<file path="src/rtl/dcc_duty_monitor.sv">
// dcc_duty_monitor: oversamples the corrector's output clock with clk and
// accumulates high time and period over 2^N_PER_LOG2 full periods, then
// flags whether the duty cycle sits within a tolerance window around 50%.
module dcc_duty_monitor #(
  parameter int unsigned CNT_W      = 12,
  parameter int unsigned N_PER_LOG2 = 2,
  parameter int unsigned TOL_SHIFT  = 4
) (
  input  logic                          clk,
  input  logic                          rst_n,
  input  logic                          mon_clk_in,
  input  logic                          locked_in,
  input  logic                          start,
  output logic                          busy,
  output logic                          done,
  output logic [CNT_W+N_PER_LOG2-1:0]   high_acc,
  output logic [CNT_W+N_PER_LOG2-1:0]   per_acc,
  output logic                          duty_ok,
  output logic                          err_timeout,
  output logic                          err_unlock
);

  localparam int unsigned AW = CNT_W + N_PER_LOG2;
  localparam int unsigned SW = AW + 2;
  localparam int unsigned PW = N_PER_LOG2 + 1;
  localparam logic [CNT_W-1:0] CNT_MAX  = '1;
  localparam logic [PW-1:0]    PER_LAST = PW'((1 << N_PER_LOG2) - 1);

  typedef enum logic [2:0] {
    IDLE,
    WAIT_LOCK,
    ALIGN,
    MEASURE,
    REPORT
  } state_t;

  state_t           state;
  logic             s1, s2, s3;
  logic [CNT_W-1:0] cnt;
  logic [PW-1:0]    pcnt;

  logic             rise_c;
  logic [CNT_W-1:0] cnt_inc_c;
  logic signed [SW-1:0] diff_c, mag_c, lim_c;
  logic             within_c;

  // Two-flop synchronizer on the monitored clock plus an edge-detect flop
  always_ff @(posedge clk) begin
    if (!rst_n) begin
      s1 <= 1'b0;
      s2 <= 1'b0;
      s3 <= 1'b0;
    end else begin
      s1 <= mon_clk_in;
      s2 <= s1;
      s3 <= s2;
    end
  end

  assign rise_c    = s2 & ~s3;
  assign cnt_inc_c = cnt + CNT_W'(1);

  // Tolerance check |2*high - per| <= per >> TOL_SHIFT on the current accumulators
  always_comb begin
    diff_c   = signed'(SW'({high_acc, 1'b0})) - signed'(SW'(per_acc));
    mag_c    = diff_c[SW-1] ? -diff_c : diff_c;
    lim_c    = signed'(SW'(per_acc >> TOL_SHIFT));
    within_c = (mag_c <= lim_c);
  end

  // Measurement FSM; done is raised on the transition into REPORT so it is
  // visible for exactly the one cycle spent in REPORT.
  always_ff @(posedge clk) begin
    if (!rst_n) begin
      state       <= IDLE;
      busy        <= 1'b0;
      done        <= 1'b0;
      high_acc    <= '0;
      per_acc     <= '0;
      duty_ok     <= 1'b0;
      err_timeout <= 1'b0;
      err_unlock  <= 1'b0;
      cnt         <= '0;
      pcnt        <= '0;
    end else begin
      done <= 1'b0;
      unique case (state)
        IDLE: begin
          if (start) begin
            state       <= WAIT_LOCK;
            busy        <= 1'b1;
            high_acc    <= '0;
            per_acc     <= '0;
            duty_ok     <= 1'b0;
            err_timeout <= 1'b0;
            err_unlock  <= 1'b0;
            cnt         <= '0;
            pcnt        <= '0;
          end
        end
        WAIT_LOCK: begin
          if (locked_in) begin
            state <= ALIGN;
            cnt   <= '0;
          end
        end
        ALIGN: begin
          if (rise_c) begin
            // The edge cycle is the first sample of the first measured period
            state    <= MEASURE;
            per_acc  <= AW'(1);
            high_acc <= AW'(s2);
            cnt      <= CNT_W'(1);
            pcnt     <= '0;
          end else if (cnt_inc_c == CNT_MAX) begin
            err_timeout <= 1'b1;
            state       <= REPORT;
            busy        <= 1'b0;
            done        <= 1'b1;
          end else begin
            cnt <= cnt_inc_c;
          end
        end
        MEASURE: begin
          if (!locked_in) begin
            err_unlock <= 1'b1;
            if (!rise_c && (cnt_inc_c == CNT_MAX)) begin
              err_timeout <= 1'b1;
            end
            state <= REPORT;
            busy  <= 1'b0;
            done  <= 1'b1;
          end else if (rise_c && (pcnt == PER_LAST)) begin
            // Closing edge: not accumulated, so the registers already hold the result
            duty_ok <= within_c;
            state   <= REPORT;
            busy    <= 1'b0;
            done    <= 1'b1;
          end else begin
            per_acc  <= per_acc + AW'(1);
            high_acc <= high_acc + AW'(s2);
            if (rise_c) begin
              pcnt <= pcnt + PW'(1);
              cnt  <= CNT_W'(1);
            end else if (cnt_inc_c == CNT_MAX) begin
              err_timeout <= 1'b1;
              state       <= REPORT;
              busy        <= 1'b0;
              done        <= 1'b1;
            end else begin
              cnt <= cnt_inc_c;
            end
          end
        end
        REPORT: begin
          state <= IDLE;
        end
        default: begin
          state <= IDLE;
        end
      endcase
    end
  end

endmodule

</file>
<file path="config.mk">
export PLATFORM = sky130hd
export DESIGN_NAME = dcc_duty_monitor
export DESIGN_NICKNAME = d
export VERILOG_FILES = /design/src/rtl/dcc_duty_monitor.sv
export SDC_FILE = /design/constraint.sdc
export NUM_CORES = 1
export LEC_CHECK = 0
export ABC_AREA = 1
export BUFFER_PORTS_ARGS = -buffer_cell sky130_fd_sc_hd__buf_4
export CELL_PAD_IN_SITES_DETAIL_PLACEMENT = 0
export CELL_PAD_IN_SITES_GLOBAL_PLACEMENT = 1
export CORE_MARGIN = 3
export CORE_UTILIZATION = 39
export DETAILED_ROUTE_END_ITERATION = 7
export PLACE_DENSITY = 0.89
export SLEW_MARGIN = 30
export SYNTH_ARGS = -nofsm -noshare
export SYNTH_HDL_FRONTEND = slang
export SYNTH_SLANG_ARGS = --single-unit
</file>
<file path="constraint.sdc">
create_clock -name clk -period 3.37 [get_ports clk]
set_clock_uncertainty 0.15 [all_clocks]
set_input_delay 0.337 -clock clk [delete_from_list [all_inputs] [get_ports clk]]
set_output_delay 0.337 -clock clk [all_outputs]
set_load 0.005 [all_outputs]
</file>
==> metrics.yaml, run 1 <==
clockRootBuffer: "clkbuf_8"
grt_antenna_before_repair: 0
vdd_drop_max_mv: 0.291
drive_gt1_frac: 0.283
io_buffer_count: 37
whs_path_depth: 3
async_reset_ff_frac: 0
n_antenna_cell: 0
cap_violations: 0
htree_levels: 2
ys_top_cells_by_area: "dfxtp_1, nand2_1, ha_1"
grt_pass1_vias: 4036
synthCells: 651
core_area_sq_um: 10400
fin_crit_sh: 0.978
cp-end-kind: "flip-flop"
start_kind: "flip-flop"
wl_met2_um: 5890
hold_path.class: "in -> reg"
dpl.hpwl_um: 9370
netlist.area_leader.share: 0.258
drc_errors: 0
ys.flop_type: "dfxtp_1"
rsz0062_at_grt: "yes"
num_vias: 4463
rr_worst_depth: 23
fin_crit_ns: 3.30
syn_nets: 688
grt_max_degree: 19
r2r_slack_ns: 0.07
synth_area_sq_um: 4190
pin_count: 38
fin_hold_ws_ns: 0.0334
initial_core_util: 0.404
top_layer: "met4"
chipWidth_um: 110
area_growth_pct: 29.5
leakage_nw: 2.61
firstDrtPassIters: 5
fin_total_pwr_w: 0.00268
rows: 37
post_drt_wl_per_cell_um: 13.8
avgSynthCellArea_sq_um: 6.43
status: "finished, final reports clean"
cts_tree: "done"
wl_met3_um: 721
cts.sinks: 54
cts-buffers-inserted: 5
detail-route-antenna-nets: 0
critPathRequiredTime_ns: 3.49
ys_seq_elements: 54
synth_most_common_cell: "nand2_1"
critical_path_class: "reg -> reg"
die_h_um: 110
clock_tree.buffer_depth: 2
clkTransAtPathRegs_ns: 0.11
synth_area_leader_cell: "dfxtp_1"
ys_seq_area_frac: 0.258
slew_headroom: 0.621
grtUsageTotal: 0.198
slew_violations: 0
yosysWarnings: 0
synthTopCellsByCount: "nand2_1, inv_1, nor2_1"
clock.fmax_mhz: 303
synth_edf_count: 0
wl_met1_um: 5390
cp.arrival_ns: 3.41
viasPerCell: 5.05
clk-insertion-delay-late_ns: 0.33
grt_pass1_wl_um: 19000
nNetsFinal: 784
dieArea_sq_um: 12000
crit_fanout: 6
synth.distinct_cells: 40
grt_overflow_total: 0
power_density_nw_per_um2: 494
place.gp.congestion: 0.895
worstMarginPinSlew_ns: 0.568
drt_iter0_drc: 298
wl_um: 12200
hold_violations: 0
setup_viol: 0
[layout by cell type, fill, tap and decap left out, types with 6 or more instances in the layout]
cell type | synthesis | final
nand2_1 | 165 | 153
inv_2 | 9 | 19
a21oi_1 | 41 | 40
nand2_2 | 3 | 12
nor2_1 | 60 | 53
ha_1 | 31 | 19
nand2_4 | 4 | 7
nor3_2 | 4 | 6
nor3_1 | 13 | 11
xnor2_1 | 6 | 6
xor2_1 | 11 | 11
nand3_1 | 56 | 54
inv_1 | 103 | 92
nor2_4 | 5 | 8
o21ai_0 | 23 | 20
nand4_1 | 10 | 10
o21ai_1 | 11 | 12
ha_4 | 0 | 11
dfxtp_2 | 0 | 17
nor2_2 | 7 | 11
dfxtp_1 | 54 | 36
buf_4 | 0 | 93
[power breakdown]
part           leakage, nW  switching, W  total (W)  internal (W)
logic                 2.12      0.000934    0.00159      0.000653
clock network       0.0447      0.000248   0.000399      0.000151
registers            0.446     0.0000264   0.000691      0.000665
total                 2.61       0.00121    0.00268       0.00147
[cell families after synthesis]
| kind of cell | synth area share |
|---|---|
| XOR/XNOR | 0.0356 |
| AO/OA/AOI/OAI | 0.129 |
| flip-flops | 0.258 |
| AND/OR/NAND/NOR | 0.374 |
| buffers and inverters | 0.106 |
| adder cells (fa/ha/maj) | 0.0975 |
[registers in the layout (all words and copies together), names as in the netlist]
signal       cells
duty_ok          1
per_acc         14
s1               1
done             1
busy             1
s2               1
err_timeout      1
pcnt             3
err_unlock       1
s3               1
state            3
high_acc        14
cnt             12
[critical path, stage by stage, from the launching register on]
cell	delay, ns
dfxtp_1	0.43
ha_4	0.24
a21oi_1	0.16
nand2_1	0.10
nor2_2	0.16
nand2_1	0.09
nand2_2	0.09
nand2_4	0.07
nor2_4	0.16
buf_4	0.14
buf_4	0.09
nand2_1	0.05
xor2_1	0.14
ha_1	0.30
nand2_2	0.08
nor2_2	0.05
nand2_1	0.07
o211a_1	0.15
o21ai_2	0.05
nand2_1	0.06
nand4_1	0.09
nor2_1	0.10
nand3_1	0.07
a21oi_1	0.14
[routing by layer]
layer / vias up / GRT usage
li1: 2300 / -
met1: 2034 / 0.258
met3: 13 / 0.0311
met5: - / 0
met4: 0 / 0.0490
met2: 116 / 0.341
[area by class of cell]
class,count,area [sq um]
sequential,54,1110
multi-input combinational,480,2920
fill,1047,4950
clock buffer,5,68.8
tap,136,170
timing repair buffer,93,698
clock inverter,3,25.0
inverter,113,429
[per-stage QoR]
stage | utilization | worst slack (ns) | cells | TNS, ns | area, sq um
6_report | 0.523 | 0.0731 | 884 | 0 | 5420
5_1_grt | 0.523 | -0.165 | 884 | -0.165 | 5420
4_1_cts | 0.491 | 0.00314 | 875 | 0 | 5090
3_5_place_dp | 0.476 | -0.000442 | 862 | -0.000442 | 4940
3_3_place_gp | 0.476 | 0.0649 | 862 | 0 | 4940
2_1_floorplan | - | 0.0271 | 651 | 0 | 4200
[final timing paths]
path,from,endpoint
setup / recovery,high_acc[11],duty_ok
hold / removal,mon_clk_in,s1
hold reg to reg,s1,s2
setup reg to reg,high_acc[11],duty_ok
[repair_timing]
item / CTS / global route
hold buffers: 0 / 0
pin swaps: 7 / 15
setup endpoints to repair: 1 / 1
gates resized for setup: 7 / 70
buffers inserted: 5 / 9
Power figures use the tool's default switching activity.
==> inputs of run 2 (changes only) <==
Settings changed: CORE_UTILIZATION 39 to 30, PLACE_DENSITY 0.89 to 0.73, SETUP_SLACK_MARGIN from default to 0.05.
==> metrics.yaml, run 2 (synthesis results as in run 1) <==
status: "finished, final reports clean"  # unchanged
clk-insertion-delay-late_ns: 0.31  # was 0.33 ns
grt_pass1_vias: 4112  # was 4,036
detail-route-antenna-nets: 0  # unchanged
fin_crit_ns: 3.19  # was 3.30 ns
crit_fanout: 4  # was 6
viasPerCell: 4.69  # was 5.05
worstMarginPinSlew_ns: 0.573  # was 0.568 ns
start_kind: "flip-flop"  # unchanged
slew_violations: 0  # unchanged
critPathRequiredTime_ns: 3.47  # was 3.49 ns
p_clk_frac: 0.195  # was 0.149
power_density_nw_per_um2: 514  # was 494 nW/um^2
startpoint: "per_acc[1]"  # was high_acc[11]
cts-buffers-inserted: 5  # unchanged
clkTransAtPathRegs_ns: 0.08  # was 0.11 ns
dieArea_sq_um: 15400  # was 12,000 sq um
reg2reg_from: "per_acc[1]"  # was high_acc[11]
dpl.hpwl_um: 9830  # was 9370 um
wl_um: 12200  # about the same
core_area_sq_um: 13500  # was 10,400 sq um
initial_core_util: 0.311  # was 0.404
drc_errors: 0  # unchanged
chipWidth_um: 124  # was 110 um
die_h_um: 124  # was 110 um
drive_gt1_frac: 0.281  # was 0.283
slew_headroom: 0.618  # was 0.621
cap_violations: 0  # unchanged
cts.sinks: 54  # unchanged
num_vias: 4326  # was 4,463
vdd_drop_max_mv: 0.383  # was 0.291 mV
grt_pass1_wl_um: 19900  # was 19,000 um
switchingPower_w: 0.00121  # about the same
nNetsFinal: 783  # was 784
setup_viol: 0  # unchanged
cp-end-kind: "flip-flop"  # unchanged
final_common_cell: "nand2_1"  # unchanged
cts_tree: "done"  # unchanged
cp.arrival_ns: 3.29  # was 3.41 ns
grt_overflow_total: 0  # unchanged
fin_hold_ws_ns: 0.0675  # was 0.0334 ns
fin_crit_sh: 0.946  # was 0.978
hold_path_startpoint: "mon_clk_in"  # unchanged
grt_antenna_before_repair: 0  # unchanged
power.share.switching: 0.427  # was 0.451
reg_top3: "high_acc (14), per_acc (14), cnt (12)"  # unchanged
timing.rr.end: "duty_ok"  # unchanged
power_frac_comb: 0.561  # was 0.593
hold_path.class: "in -> reg"  # unchanged
p_int_w: 0.00162  # was 0.00147 W
rows: 42  # was 37
place.gp.congestion: 0.868  # was 0.895
clock.fmax_mhz: 314  # was 303 MHz
n_antenna_cell: 0  # unchanged
firstDrtPassIters: 4  # was 5
area_growth_pct: 31.8  # was 29.5%
htree_levels: 2  # unchanged
post_drt_wl_per_cell_um: 13.3  # was 13.8 um
rsz0062_at_grt: "yes"  # unchanged
seqPwrFrac: 0.244  # was 0.258
hold_violations: 0  # unchanged
drt_iter0_drc: 247  # was 298
endpoint: "duty_ok"  # unchanged
fin_total_pwr_w: 0.00283  # was 0.00268 W
rr_worst_depth: 18  # was 23
pin_count: 38  # unchanged
critical_path_class: "reg -> reg"  # unchanged
grtUsageTotal: 0.163  # was 0.198
leakage_nw: 2.63  # was 2.61 nW
r2r_slack_ns: 0.18  # was 0.07 ns
grt_max_degree: 19  # unchanged
io_buffer_count: 37  # unchanged
clockRootBuffer: "clkbuf_16"  # was clkbuf_8
final_util: 0.410  # was 0.523
final_cell_mix: "nand2_1, inv_1, buf_4"  # was nand2_1, buf_4, inv_1
ctsHoldBuffers: 0  # unchanged
clock_tree.buffer_depth: 2  # unchanged
## run 2: cell types whose count changed in the layout (fill, tap and decap cells not counted), sizes merged
| cell | delta |
|---|---|
| buf | -1 |
## run 2: worst min path at each step
stage          depth (start not counted)  slack, ns  end
2_1_floorplan                          2       0.24   s2
3_3_place_gp                           2       0.25   s2
3_5_place_dp                           2       0.26   s2
4_1_cts                                3       0.06   s1
5_1_grt                                3       0.07   s1
6_report                               3       0.07   s1
## run 2: repair_timing
| action | CTS | global route |
|---|---|---|
| setup endpoints to repair | 1 | 1 |
| pin swaps | 6 | 20 |
| gates cloned | 0 | 0 |
| buffers inserted | 3 | 6 |
| gates resized for setup | 12 | 62 |
## run 2: cell type report
| type | instances | area [sq um] |
|---|---|---|
| tap | 176 | 220 |
| timing repair buffer | 92 | 702 |
| multi-input combinational | 480 | 2910 |
| clock buffer | 5 | 125 |
| sequential | 54 | 1100 |
| clock inverter | 3 | 25.0 |
| fill | 1467 | 7940 |
| inverter | 113 | 432 |
## run 2: power groups by stage
stage / registers [W] / clock network [W] / logic, W
2_1_floorplan: 0.000703 / 0 / 0.00102
3_3_place_gp: 0.000702 / 0 / 0.00136
3_5_place_dp: 0.000703 / 0 / 0.00136
4_1_cts: 0.000688 / 0.000569 / 0.00144
5_1_grt: 0.000696 / 0.000590 / 0.00181
6_report: 0.000692 / 0.000552 / 0.00159
## run 2: through the flow
stage	instance area [sq um]	instances	TNS, ns	worst slack [ns]
2_1_floorplan	4220	651	0	0.0610
4_1_cts	5260	917	0	0.0543
3_5_place_dp	5030	906	-0.0951	-0.0951
6_report	5520	923	0	0.181
3_3_place_gp	5030	906	0	0.0353
5_1_grt	5520	923	-0.139	-0.139
## run 2: worst max-delay path, cell delays in order, from the launching register on
cell	delay, ns
dfxtp_2	0.34
inv_4	0.07
fa_2	0.44
or2_4	0.25
nor2_4	0.11
nand3_2	0.10
nor2_4	0.12
nand4_1	0.13
o21ai_1	0.19
xnor2_1	0.10
ha_1	0.33
nand2_2	0.09
nor2_2	0.11
nand4_1	0.09
nand2_1	0.07
nand4_1	0.07
nor2_1	0.10
nand3_1	0.11
a21oi_2	0.15
## run 2: layer usage
layer | track usage | vias to the layer above | share of wire
met5 | 0 | - | 0
met4 | 0.0349 | 0 | 0.0095
met3 | 0.0313 | 6 | 0.030
met2 | 0.276 | 54 | 0.48
met1 | 0.217 | 1973 | 0.48
li1 | - | 2293 | -
==> inputs of run 3 (changes only) <==
Settings changed: PLACE_DENSITY 0.73 to 0.72.
==> metrics.yaml, run 3 (synthesis results as in run 1) <==
status: "finished, final reports clean"  # unchanged
fin_hold_ws_ns: 0.0490  # was 0.0675 ns
area_growth_pct: 30.9  # was 31.8%
clockRootBuffer: "clkbuf_16"  # unchanged
clock.fmax_mhz: 310  # was 314 MHz
fin_cells: 921  # was 923
regArea_sq_um: 1100  # about the same
rows: 42  # unchanged
rsz0062_at_grt: "yes"  # unchanged
num_vias: 4389  # was 4,326
startpoint: "per_acc[6]"  # was per_acc[1]
slew_violations: 0  # unchanged
clkTransAtPathRegs_ns: 0.08  # about the same
vdd_drop_max_mv: 0.272  # was 0.383 mV
n_antenna_cell: 0  # unchanged
firstDrtPassIters: 5  # was 4
clk-insertion-delay-late_ns: 0.31  # about the same
core_area_sq_um: 13500  # unchanged
detail-route-antenna-nets: 0  # unchanged
multiInputGateArea_sq_um: 2880  # was 2910 sq um
slew_headroom: 0.645  # was 0.618
grt_pass1_vias: 4108  # was 4,112
cts.sinks: 54  # unchanged
place.gp.congestion: 0.904  # was 0.868
grt_max_degree: 19  # unchanged
fin_total_pwr_w: 0.00286  # was 0.00283 W
whs_path_depth: 3  # unchanged
reg2reg_from: "per_acc[6]"  # was per_acc[1]
critical_path_class: "reg -> reg"  # unchanged
initial_core_util: 0.311  # unchanged
timing.rr.end: "duty_ok"  # unchanged
place_inst: 906  # unchanged
cts_tree: "done"  # unchanged
final_cell_mix: "nand2_1, inv_1, buf_4"  # unchanged
endpoint: "duty_ok"  # unchanged
pin_count: 38  # unchanged
worstMarginPinSlew_ns: 0.530  # was 0.573 ns
rr_worst_depth: 27  # was 18
critPathRequiredTime_ns: 3.46  # was 3.47 ns
hold_path.class: "in -> reg"  # unchanged
leakage_nw: 2.62  # was 2.63 nW
ctsHoldBuffers: 0  # unchanged
final_common_cell: "nand2_1"  # unchanged
chipWidth_um: 124  # unchanged
start_kind: "flip-flop"  # unchanged
post_drt_wl_per_cell_um: 13.4  # was 13.3 um
cts-buffers-inserted: 5  # unchanged
reg_top3: "high_acc (14), per_acc (14), cnt (12)"  # unchanged
grtUsageTotal: 0.164  # was 0.163
clock_tree.buffer_depth: 2  # unchanged
cp-end-kind: "flip-flop"  # unchanged
grt_pass1_wl_um: 20000  # was 19,900 um
io_buffer_count: 37  # unchanged
cap_violations: 0  # unchanged
viasPerCell: 4.77  # was 4.69
dpl.hpwl_um: 9910  # was 9830 um
power_density_nw_per_um2: 522  # was 514 nW/um^2
drive_gt1_frac: 0.260  # was 0.281
nNetsFinal: 781  # was 783
wl_um: 12400  # was 12,200 um
crit_cells: 27  # was 18
dieArea_sq_um: 15400  # unchanged
drt_iter0_drc: 212  # was 247
cpMaxStageDelayCell: "dfxtp_2"  # was fa_2
grt_overflow_total: 0  # unchanged
n_fill_cell: 1480  # was 1,467
fin_crit_ns: 3.23  # was 3.19 ns
r2r_slack_ns: 0.14  # was 0.18 ns
crit_fanout: 5  # was 4
setup_viol: 0  # unchanged
drc_errors: 0  # unchanged
cp.arrival_ns: 3.32  # was 3.29 ns
path_buf_inv: 3  # was 1
fin_crit_sh: 0.958  # was 0.946
cp_common_cell: "nand2_1"  # was nand4_1
hold_violations: 0  # unchanged
crit_family: "simple AND/OR/NAND/NOR gates"  # unchanged
die_h_um: 124  # unchanged
htree_levels: 2  # unchanged
max_stage_delay_ns: 0.34  # was 0.44 ns
grt_antenna_before_repair: 0  # unchanged
run 3: changes by cell type in the layout (fill, tap and decap cells not counted), moves of 4 or more:
cell     previous run  this run
inv_1              91        97
dfxtp_2            18        14
a21oi_2             4         0
inv_2              19        14
dfxtp_1            36        40
run 3: how the worst min path moves through the flow:
stage	from	end	slack, ns
floorplan	s1	s2	0.24
global placement	s1	s2	0.24
detailed placement	s1	s2	0.25
CTS	mon_clk_in	s1	0.05
global route	mon_clk_in	s1	0.06
finish	mon_clk_in	s1	0.05
run 3: per-stage QoR:
stage          area [sq um]  TNS (ns)  setup slack (ns)   util
2_1_floorplan          4220         0            0.0610      -
3_3_place_gp           5030         0            0.0459  0.374
3_5_place_dp           5030   -0.0111           -0.0111  0.374
4_1_cts                5210         0            0.0503  0.387
5_1_grt                5480    -0.130            -0.130  0.407
6_report               5480         0             0.142  0.407
run 3: timing repair:
| action | in CTS | in global routing |
|---|---|---|
| setup endpoints to repair | 1 | 1 |
| gates cloned | 0 | 0 |
| hold endpoints to repair | 0 | 0 |
| setup buffers | 0 | 7 |
| resized for setup | 1 | 58 |
| pin swaps | 0 | 20 |
run 3: report_power, final:
group	switching [W]	total, W	internal (W)	leakage, nW
sequential	0.0000254	0.000692	0.000666	0.444
combinational	0.000892	0.00153	0.000638	2.09
clock	0.000278	0.000635	0.000357	0.0819
total	0.00120	0.00286	0.00166	2.62
run 3: metal layers:
metal	up-vias	track usage	routed length (um)
met5	-	0	0
met4	0	0.0418	149
met3	11	0.0268	440
met2	93	0.274	5850
met1	1997	0.219	5920
li1	2288	-	-
run 3: layout make-up:
class,instances,area share
Multi-Input combinational cell,480,0.525
Sequential cell,54,0.201
Timing Repair Buffer,90,0.124
Inverter,113,0.0784
Tap cell,176,0.0402
Clock buffer,5,0.0228
Clock inverter,3,0.00891
run 3: worst min-delay path, cell delays in order:
cell and delay (ns):
buf_4 0.07, nand2_1 0.04, inv_1 0.04
